[config.mk]
export PLATFORM = sky130hd
export DESIGN_NAME = uart_frame_loader
export DESIGN_NICKNAME = d
export VERILOG_FILES = /design/src/rtl/uart_frame_loader.sv
export SDC_FILE = /design/constraint.sdc
export NUM_CORES = 1
export LEC_CHECK = 0
export BUFFER_PORTS_ARGS = -buffer_cell sky130_fd_sc_hd__buf_2
export CAP_MARGIN = 40
export CORE_ASPECT_RATIO = 0.6
export CORE_MARGIN = 2
export CORE_UTILIZATION = 30
export CTS_CLUSTER_DIAMETER = 120
export DETAILED_ROUTE_END_ITERATION = 12
export GPL_ROUTABILITY_DRIVEN = 0
export REMOVE_ABC_BUFFERS = 1
export SLEW_MARGIN = 20
export SYNTH_ARGS = -nofsm -noshare
export SYNTH_HDL_FRONTEND = slang
export SYNTH_SLANG_ARGS = --single-unit
[constraint.sdc]
create_clock -name clk -period 2.7 [get_ports clk]
set_input_delay 0.54 -clock clk [delete_from_list [all_inputs] [get_ports clk]]
set_output_delay 0.54 -clock clk [all_outputs]
set_load 0.01 [all_outputs]
[src/rtl/uart_frame_loader.sv]
// rtl/uart_frame_loader.sv - UART byte framer feeding matrix memory writes; optional checksum via FRAME_CSUM_EN
module uart_frame_loader #(
  parameter int unsigned DIM         = 8,
  parameter logic [7:0]  SOF         = 8'hA5,
  parameter int unsigned TIMEOUT_CYC = 200000
) (
  input  logic       clk,
  input  logic       reset,
  input  logic [7:0] rhr_data,
  input  logic       data_ready,
  output logic       write_enable,
  output logic [1:0] matrix_select,
  output logic [3:0] row,
  output logic [3:0] col,
  output logic [7:0] write_data,
  output logic       busy,
  output logic       frame_done,
  output logic       frame_err,
  output logic       mac_start
);

  localparam int unsigned TW       = $clog2(TIMEOUT_CYC + 1);
  localparam logic [3:0]  LAST_IDX = 4'(DIM - 1);
  localparam logic [TW-1:0] TO_LAST = TW'(TIMEOUT_CYC - 1);

`ifdef FRAME_CSUM_EN
  typedef enum logic [2:0] {S_IDLE, S_SEL, S_DATA, S_CSUM, S_FIN} state_t;
`else
  typedef enum logic [2:0] {S_IDLE, S_SEL, S_DATA, S_FIN} state_t;
`endif

  state_t          r_state;
  state_t          w_state_nxt;
  logic            r_rdy_q;
  logic            w_accept;
  logic            w_timeout;
  logic            w_sel_ok;
  logic            w_last_pos;
  logic            w_we_nxt;
  logic            w_done_nxt;
  logic            w_err_nxt;
  logic            w_sel_load;
  logic [TW-1:0]   r_to_cnt;
  logic            r_we;
  logic            r_done;
  logic            r_err;
  logic            r_mac;
  logic [1:0]      r_sel;
  logic [1:0]      r_loaded;
  logic [3:0]      r_row;
  logic [3:0]      r_col;
  logic [7:0]      r_wdata;
`ifdef FRAME_CSUM_EN
  logic [7:0]      r_csum;
`endif

  // A new byte is the rising edge of the receiver's ready level.
  assign w_accept   = data_ready & ~r_rdy_q;
  assign w_timeout  = (r_to_cnt == TO_LAST);
  assign w_sel_ok   = (rhr_data[7:1] == 7'd0);
  assign w_last_pos = (r_row == LAST_IDX) && (r_col == LAST_IDX);

  // Edge detector for data_ready.
  always_ff @(posedge clk) begin
    if (reset) r_rdy_q <= 1'b0;
    else       r_rdy_q <= data_ready;
  end

  // State register.
  always_ff @(posedge clk) begin
    if (reset) r_state <= S_IDLE;
    else       r_state <= w_state_nxt;
  end

  // Next-state and strobe decode; an accepted byte takes priority over the timeout.
  always_comb begin
    w_state_nxt = r_state;
    w_we_nxt    = 1'b0;
    w_done_nxt  = 1'b0;
    w_err_nxt   = 1'b0;
    w_sel_load  = 1'b0;
    case (r_state)
      S_IDLE: begin
        if (w_accept && (rhr_data == SOF)) w_state_nxt = S_SEL;
      end
      S_SEL: begin
        if (w_accept) begin
          if (w_sel_ok) begin
            w_sel_load  = 1'b1;
            w_state_nxt = S_DATA;
          end else begin
            w_err_nxt   = 1'b1;
            w_state_nxt = S_IDLE;
          end
        end else if (w_timeout) begin
          w_err_nxt   = 1'b1;
          w_state_nxt = S_IDLE;
        end
      end
      S_DATA: begin
        if (w_accept) begin
          w_we_nxt = 1'b1;
`ifdef FRAME_CSUM_EN
          if (w_last_pos) w_state_nxt = S_CSUM;
`else
          if (w_last_pos) w_state_nxt = S_FIN;
`endif
        end else if (w_timeout) begin
          w_err_nxt   = 1'b1;
          w_state_nxt = S_IDLE;
        end
      end
`ifdef FRAME_CSUM_EN
      S_CSUM: begin
        if (w_accept) begin
          if (rhr_data == r_csum) begin
            w_state_nxt = S_FIN;
          end else begin
            w_err_nxt   = 1'b1;
            w_state_nxt = S_IDLE;
          end
        end else if (w_timeout) begin
          w_err_nxt   = 1'b1;
          w_state_nxt = S_IDLE;
        end
      end
`endif
      S_FIN: begin
        w_done_nxt  = 1'b1;
        w_state_nxt = S_IDLE;
      end
      default: w_state_nxt = S_IDLE;
    endcase
  end

  // Inter-byte timeout counter, only running while a frame is open.
  always_ff @(posedge clk) begin
    if (reset || w_accept || (r_state == S_IDLE) || (r_state == S_FIN)) r_to_cnt <= '0;
    else                                                                 r_to_cnt <= r_to_cnt + 1'b1;
  end

`ifdef FRAME_CSUM_EN
  // Running XOR over the select byte and every payload byte.
  always_ff @(posedge clk) begin
    if (reset || (r_state == S_IDLE)) begin
      r_csum <= 8'd0;
    end else if (w_accept && ((r_state == S_SEL) || (r_state == S_DATA))) begin
      r_csum <= r_csum ^ rhr_data;
    end
  end
`endif

  // Write port: strobe and data one cycle after accept, address advances the cycle after the strobe.
  always_ff @(posedge clk) begin
    if (reset) begin
      r_we    <= 1'b0;
      r_wdata <= 8'd0;
      r_sel   <= 2'd0;
      r_row   <= 4'd0;
      r_col   <= 4'd0;
    end else begin
      r_we <= w_we_nxt;
      if (w_we_nxt) r_wdata <= rhr_data;
      if (w_sel_load) begin
        r_sel <= {1'b0, rhr_data[0]};
        r_row <= 4'd0;
        r_col <= 4'd0;
      end else if (r_we) begin
        if (r_col == LAST_IDX) begin
          r_col <= 4'd0;
          r_row <= (r_row == LAST_IDX) ? 4'd0 : r_row + 4'd1;
        end else begin
          r_col <= r_col + 4'd1;
        end
      end
    end
  end

  // Frame status pulses and operand-loaded tracking that launches the MAC.
  always_ff @(posedge clk) begin
    if (reset) begin
      r_done   <= 1'b0;
      r_err    <= 1'b0;
      r_mac    <= 1'b0;
      r_loaded <= 2'b00;
    end else begin
      r_done <= w_done_nxt;
      r_err  <= w_err_nxt;
      if (r_loaded == 2'b11) begin
        r_mac    <= 1'b1;
        r_loaded <= 2'b00;
      end else begin
        r_mac <= 1'b0;
        if (w_done_nxt) r_loaded[r_sel[0]] <= 1'b1;
      end
    end
  end

  assign write_enable  = r_we;
  assign write_data    = r_wdata;
  assign matrix_select = r_sel;
  assign row           = r_row;
  assign col           = r_col;
  assign busy          = (r_state != S_IDLE);
  assign frame_done    = r_done;
  assign frame_err     = r_err;
  assign mac_start     = r_mac;

endmodule

==> results.py <==
metrics = {
    "outcome": {
        "status": "finished clean",
    },
    "sta": {
        "finalCritPeriodShare_pct": 66.1,
        "slew-limit-headroom_pct": 66.8,
        "tightest_slew_ns": 0.497,
        "hold_ws_ns": 0.455,
        "rsz0062_at_grt": "false",
        "setup_slack_ns": 0.914,
        "finalSetupTns_ns": 0,
        "fmax_mhz": 560,
        "setup_viol": 0,
        "slew_violations": 0,
        "finClkSkew_ns": 0.0130,
        "period_minus_slack_ns": 1.79,
        "hold_viol": 0,
    },
    "final_layout": {
        "stdcell_count": 330,
        "nNetsFinal": 259,
        "fin_area_um2": 2220,
        "utilization_pct": 36.1,
        "drive_gt1_share_pct": 17.5,
        "areaGrowthSynthToFinish_pct": 16.3,
        "antennaDiodeCount": 0,
    },
    "die": {
        "dieArea_um2": 7040,
        "die_h_um": 65.8,
        "io_pins": 34,
        "initial_utilization_pct": 31.1,
        "rows": 22,
        "coreArea_um2": 6140,
        "fp.dieW_um": 107,
    },
    "pwr": {
        "pwr-share-comb_pct": 3.5,
        "power_density_nw_per_um2": 502,
        "p_sw_mw": 0.252,
        "clockPowerShare_pct": 36.6,
        "finalPower_mw": 1.11,
        "ir_drop_mv": 0.163,
        "p_leak_nw": 0.866,
        "switching_share_pct": 22.6,
        "pwr-share-seq_pct": 59.9,
        "intPower_mw": 0.862,
    },
    "global_routing": {
        "antenna_found_initial": 0,
        "grt_max_degree": 19,
        "globalRouteTotalUtil_pct": 12.5,
        "grt_pass1_vias": 1387,
        "grt_first_pass_wirelength_mm": 6.82,
        "grt_overflow": 0,
    },
    "critical_path": {
        "crit_type": "reg -> out",
        "required_ns": 2.16,
        "cp_data_arrival_time_ns": 1.25,
        "end_kind": "output pin",
        "start_kind": "flip-flop",
        "worst-path-max-fanout": 5,
    },
    "clocking": {
        "post_cts_resized": 0,
        "cts_hold_buf": 0,
        "root_buffer": "clkbuf_8",
        "post_cts_buffers": 0,
        "clock_sinks": 45,
        "clock_path_buffers": 2,
        "insertion_delay_ns": 0.30,
        "cts_tree": "done",
        "cts_buffers": 5,
        "htree_levels": 2,
        "clkTransAtPathRegs_ns": 0.08,
    },
    "route": {
        "wl_mm": 4.11,
        "drt_iter0_drc": 79,
        "vias": 1568,
        "drt-wirelength-per-cell_um": 12.5,
        "post-route-drc-count": 0,
        "ant_nets": 0,
        "drt_pre_antenna_iters": 4,
        "vias_per_cell": 4.75,
    },
    "synthesis": {
        "synth-main-ff-cell": "dfxtp_1",
        "ys_types": 37,
        "ys.warnings.count": 0,
        "seq_area_frac_synth_pct": 47.2,
        "ys_seq_elements": 45,
        "postSynth.asyncResetShare_pct": 0,
        "synth_enable_flop_cells": 0,
        "syn_area_um2": 1910,
        "avgSynthCellArea_um2": 8.83,
        "synthCells": 216,
    },
    "job": {
        "maxCapViolCount": 0,
    },
    "place": {
        "pre_cts_ws_ns": 0.611,
        "dpl.hpwl_mm": 2.97,
        "io_buffers": 32,
        "placedCellCount": 322,
        "place_area_um2": 2130,
    },
    "hold_path": {
        "hold_class": "reg -> reg",
    },
}
routing by layer:
metal | part of all wire [%] | up-vias | track usage [%]
met3 | 5.1 | 5 | 4.43
li1 | - | 803 | -
met1 | 54 | 732 | 17.8
met5 | 0 | - | 0
met2 | 40 | 28 | 17.4
met4 | 1.1 | 0 | 3.90
cells by family (layout without fill, tap and decap cells):
| kind of cell | count (synthesis) | in the layout | share of synthesized area (%) |
|---|---|---|---|
| other cells | 1 | 2 | 0.197 |
| fa+ha+maj | 3 | 3 | 1.97 |
| simple gates | 105 | 105 | 29.0 |
| xor+xnor | 17 | 17 | 7.80 |
| mux | 3 | 3 | 1.57 |
| flops | 45 | 45 | 47.2 |
| buf+inv | 15 | 44 | 3.21 |
| compound gates | 27 | 27 | 8.98 |
layout by cell type, fill, tap and decap left out, types with 3 or more instances in the layout:
master,netlist,final
xor2_1,13,13
dfxtp_1,45,45
nor2b_1,4,4
buf_2,1,32
clkbuf_8,0,5
o21ai_0,6,6
inv_1,3,3
nand2_1,26,26
nor3_1,4,4
mux2i_1,3,3
nand4_1,12,12
ha_1,3,3
and2_1,4,4
nor2_1,24,24
a21oi_1,15,15
or3_1,7,7
and3_1,4,4
nand3_1,6,6
xnor2_1,4,4
flip-flops by register name, indices dropped and copies added (netlist names):
signal / count
col: 4
frame_done: 1
frame_err: 1
mac_start: 1
matrix_select: 1
r_loaded: 2
r_rdy_q: 1
r_state: 3
r_to_cnt: 18
row: 4
write_data: 8
write_enable: 1
path summary, 6_finish.rpt:
path               start  slack, ns                to  cells after the start
max           r_state[0]       0.91              busy                      2
min          r_to_cnt[0]       0.45       r_to_cnt[0]                      1
max reg2reg   r_state[0]       0.97  matrix_select[0]                      4
min reg2reg  r_to_cnt[0]       0.45       r_to_cnt[0]                      1
power groups by stage:
stage                     Combinational, mW  Sequential (mW)  Clock (mW)
after floorplan                      0.0176            0.683           0
after global placement               0.0379            0.683           0
after detailed placement             0.0384            0.683           0
after CTS                            0.0386            0.668       0.422
after global routing                 0.0424            0.668       0.451
final                                0.0387            0.668       0.408
synth_stat cells, types with 2 or more instances:
cell	n	area, um^2
nand3_1	6	30.0
or3_1	7	43.8
nor2_1	24	90.1
nor3_1	4	20.0
nand4_1	12	75.1
dfxtp_1	45	901
mux2i_1	3	30.0
or4_4	2	22.5
inv_1	3	11.3
nor2b_1	4	25.0
clkbuf_1	9	33.8
o21ai_0	6	30.0
ha_1	3	37.5
xor2_1	13	114
xnor2_1	4	35.0
nand2_1	26	97.6
and3_1	4	25.0
and4_1	2	17.5
nor4b_1	2	17.5
nor3b_1	2	15.0
and2_1	4	25.0
and4b_1	2	20.0
a21oi_1	15	75.1
area by class of cell:
cell class,instances,area [um^2]
Fill cell,623,3920
Multi-Input combinational cell,157,950
Sequential cell,45,901
Timing Repair Buffer,33,168
Tap cell,84,105
Clock buffer,7,76.3
Inverter,3,11.3
Clock inverter,1,7.51
worst max-delay path, cell delays in order, from the launching register on:
cell and delay (ns):
dfxtp_1 0.34, or3_1 0.43, buf_2 0.17
Power figures use the tool's default switching activity.
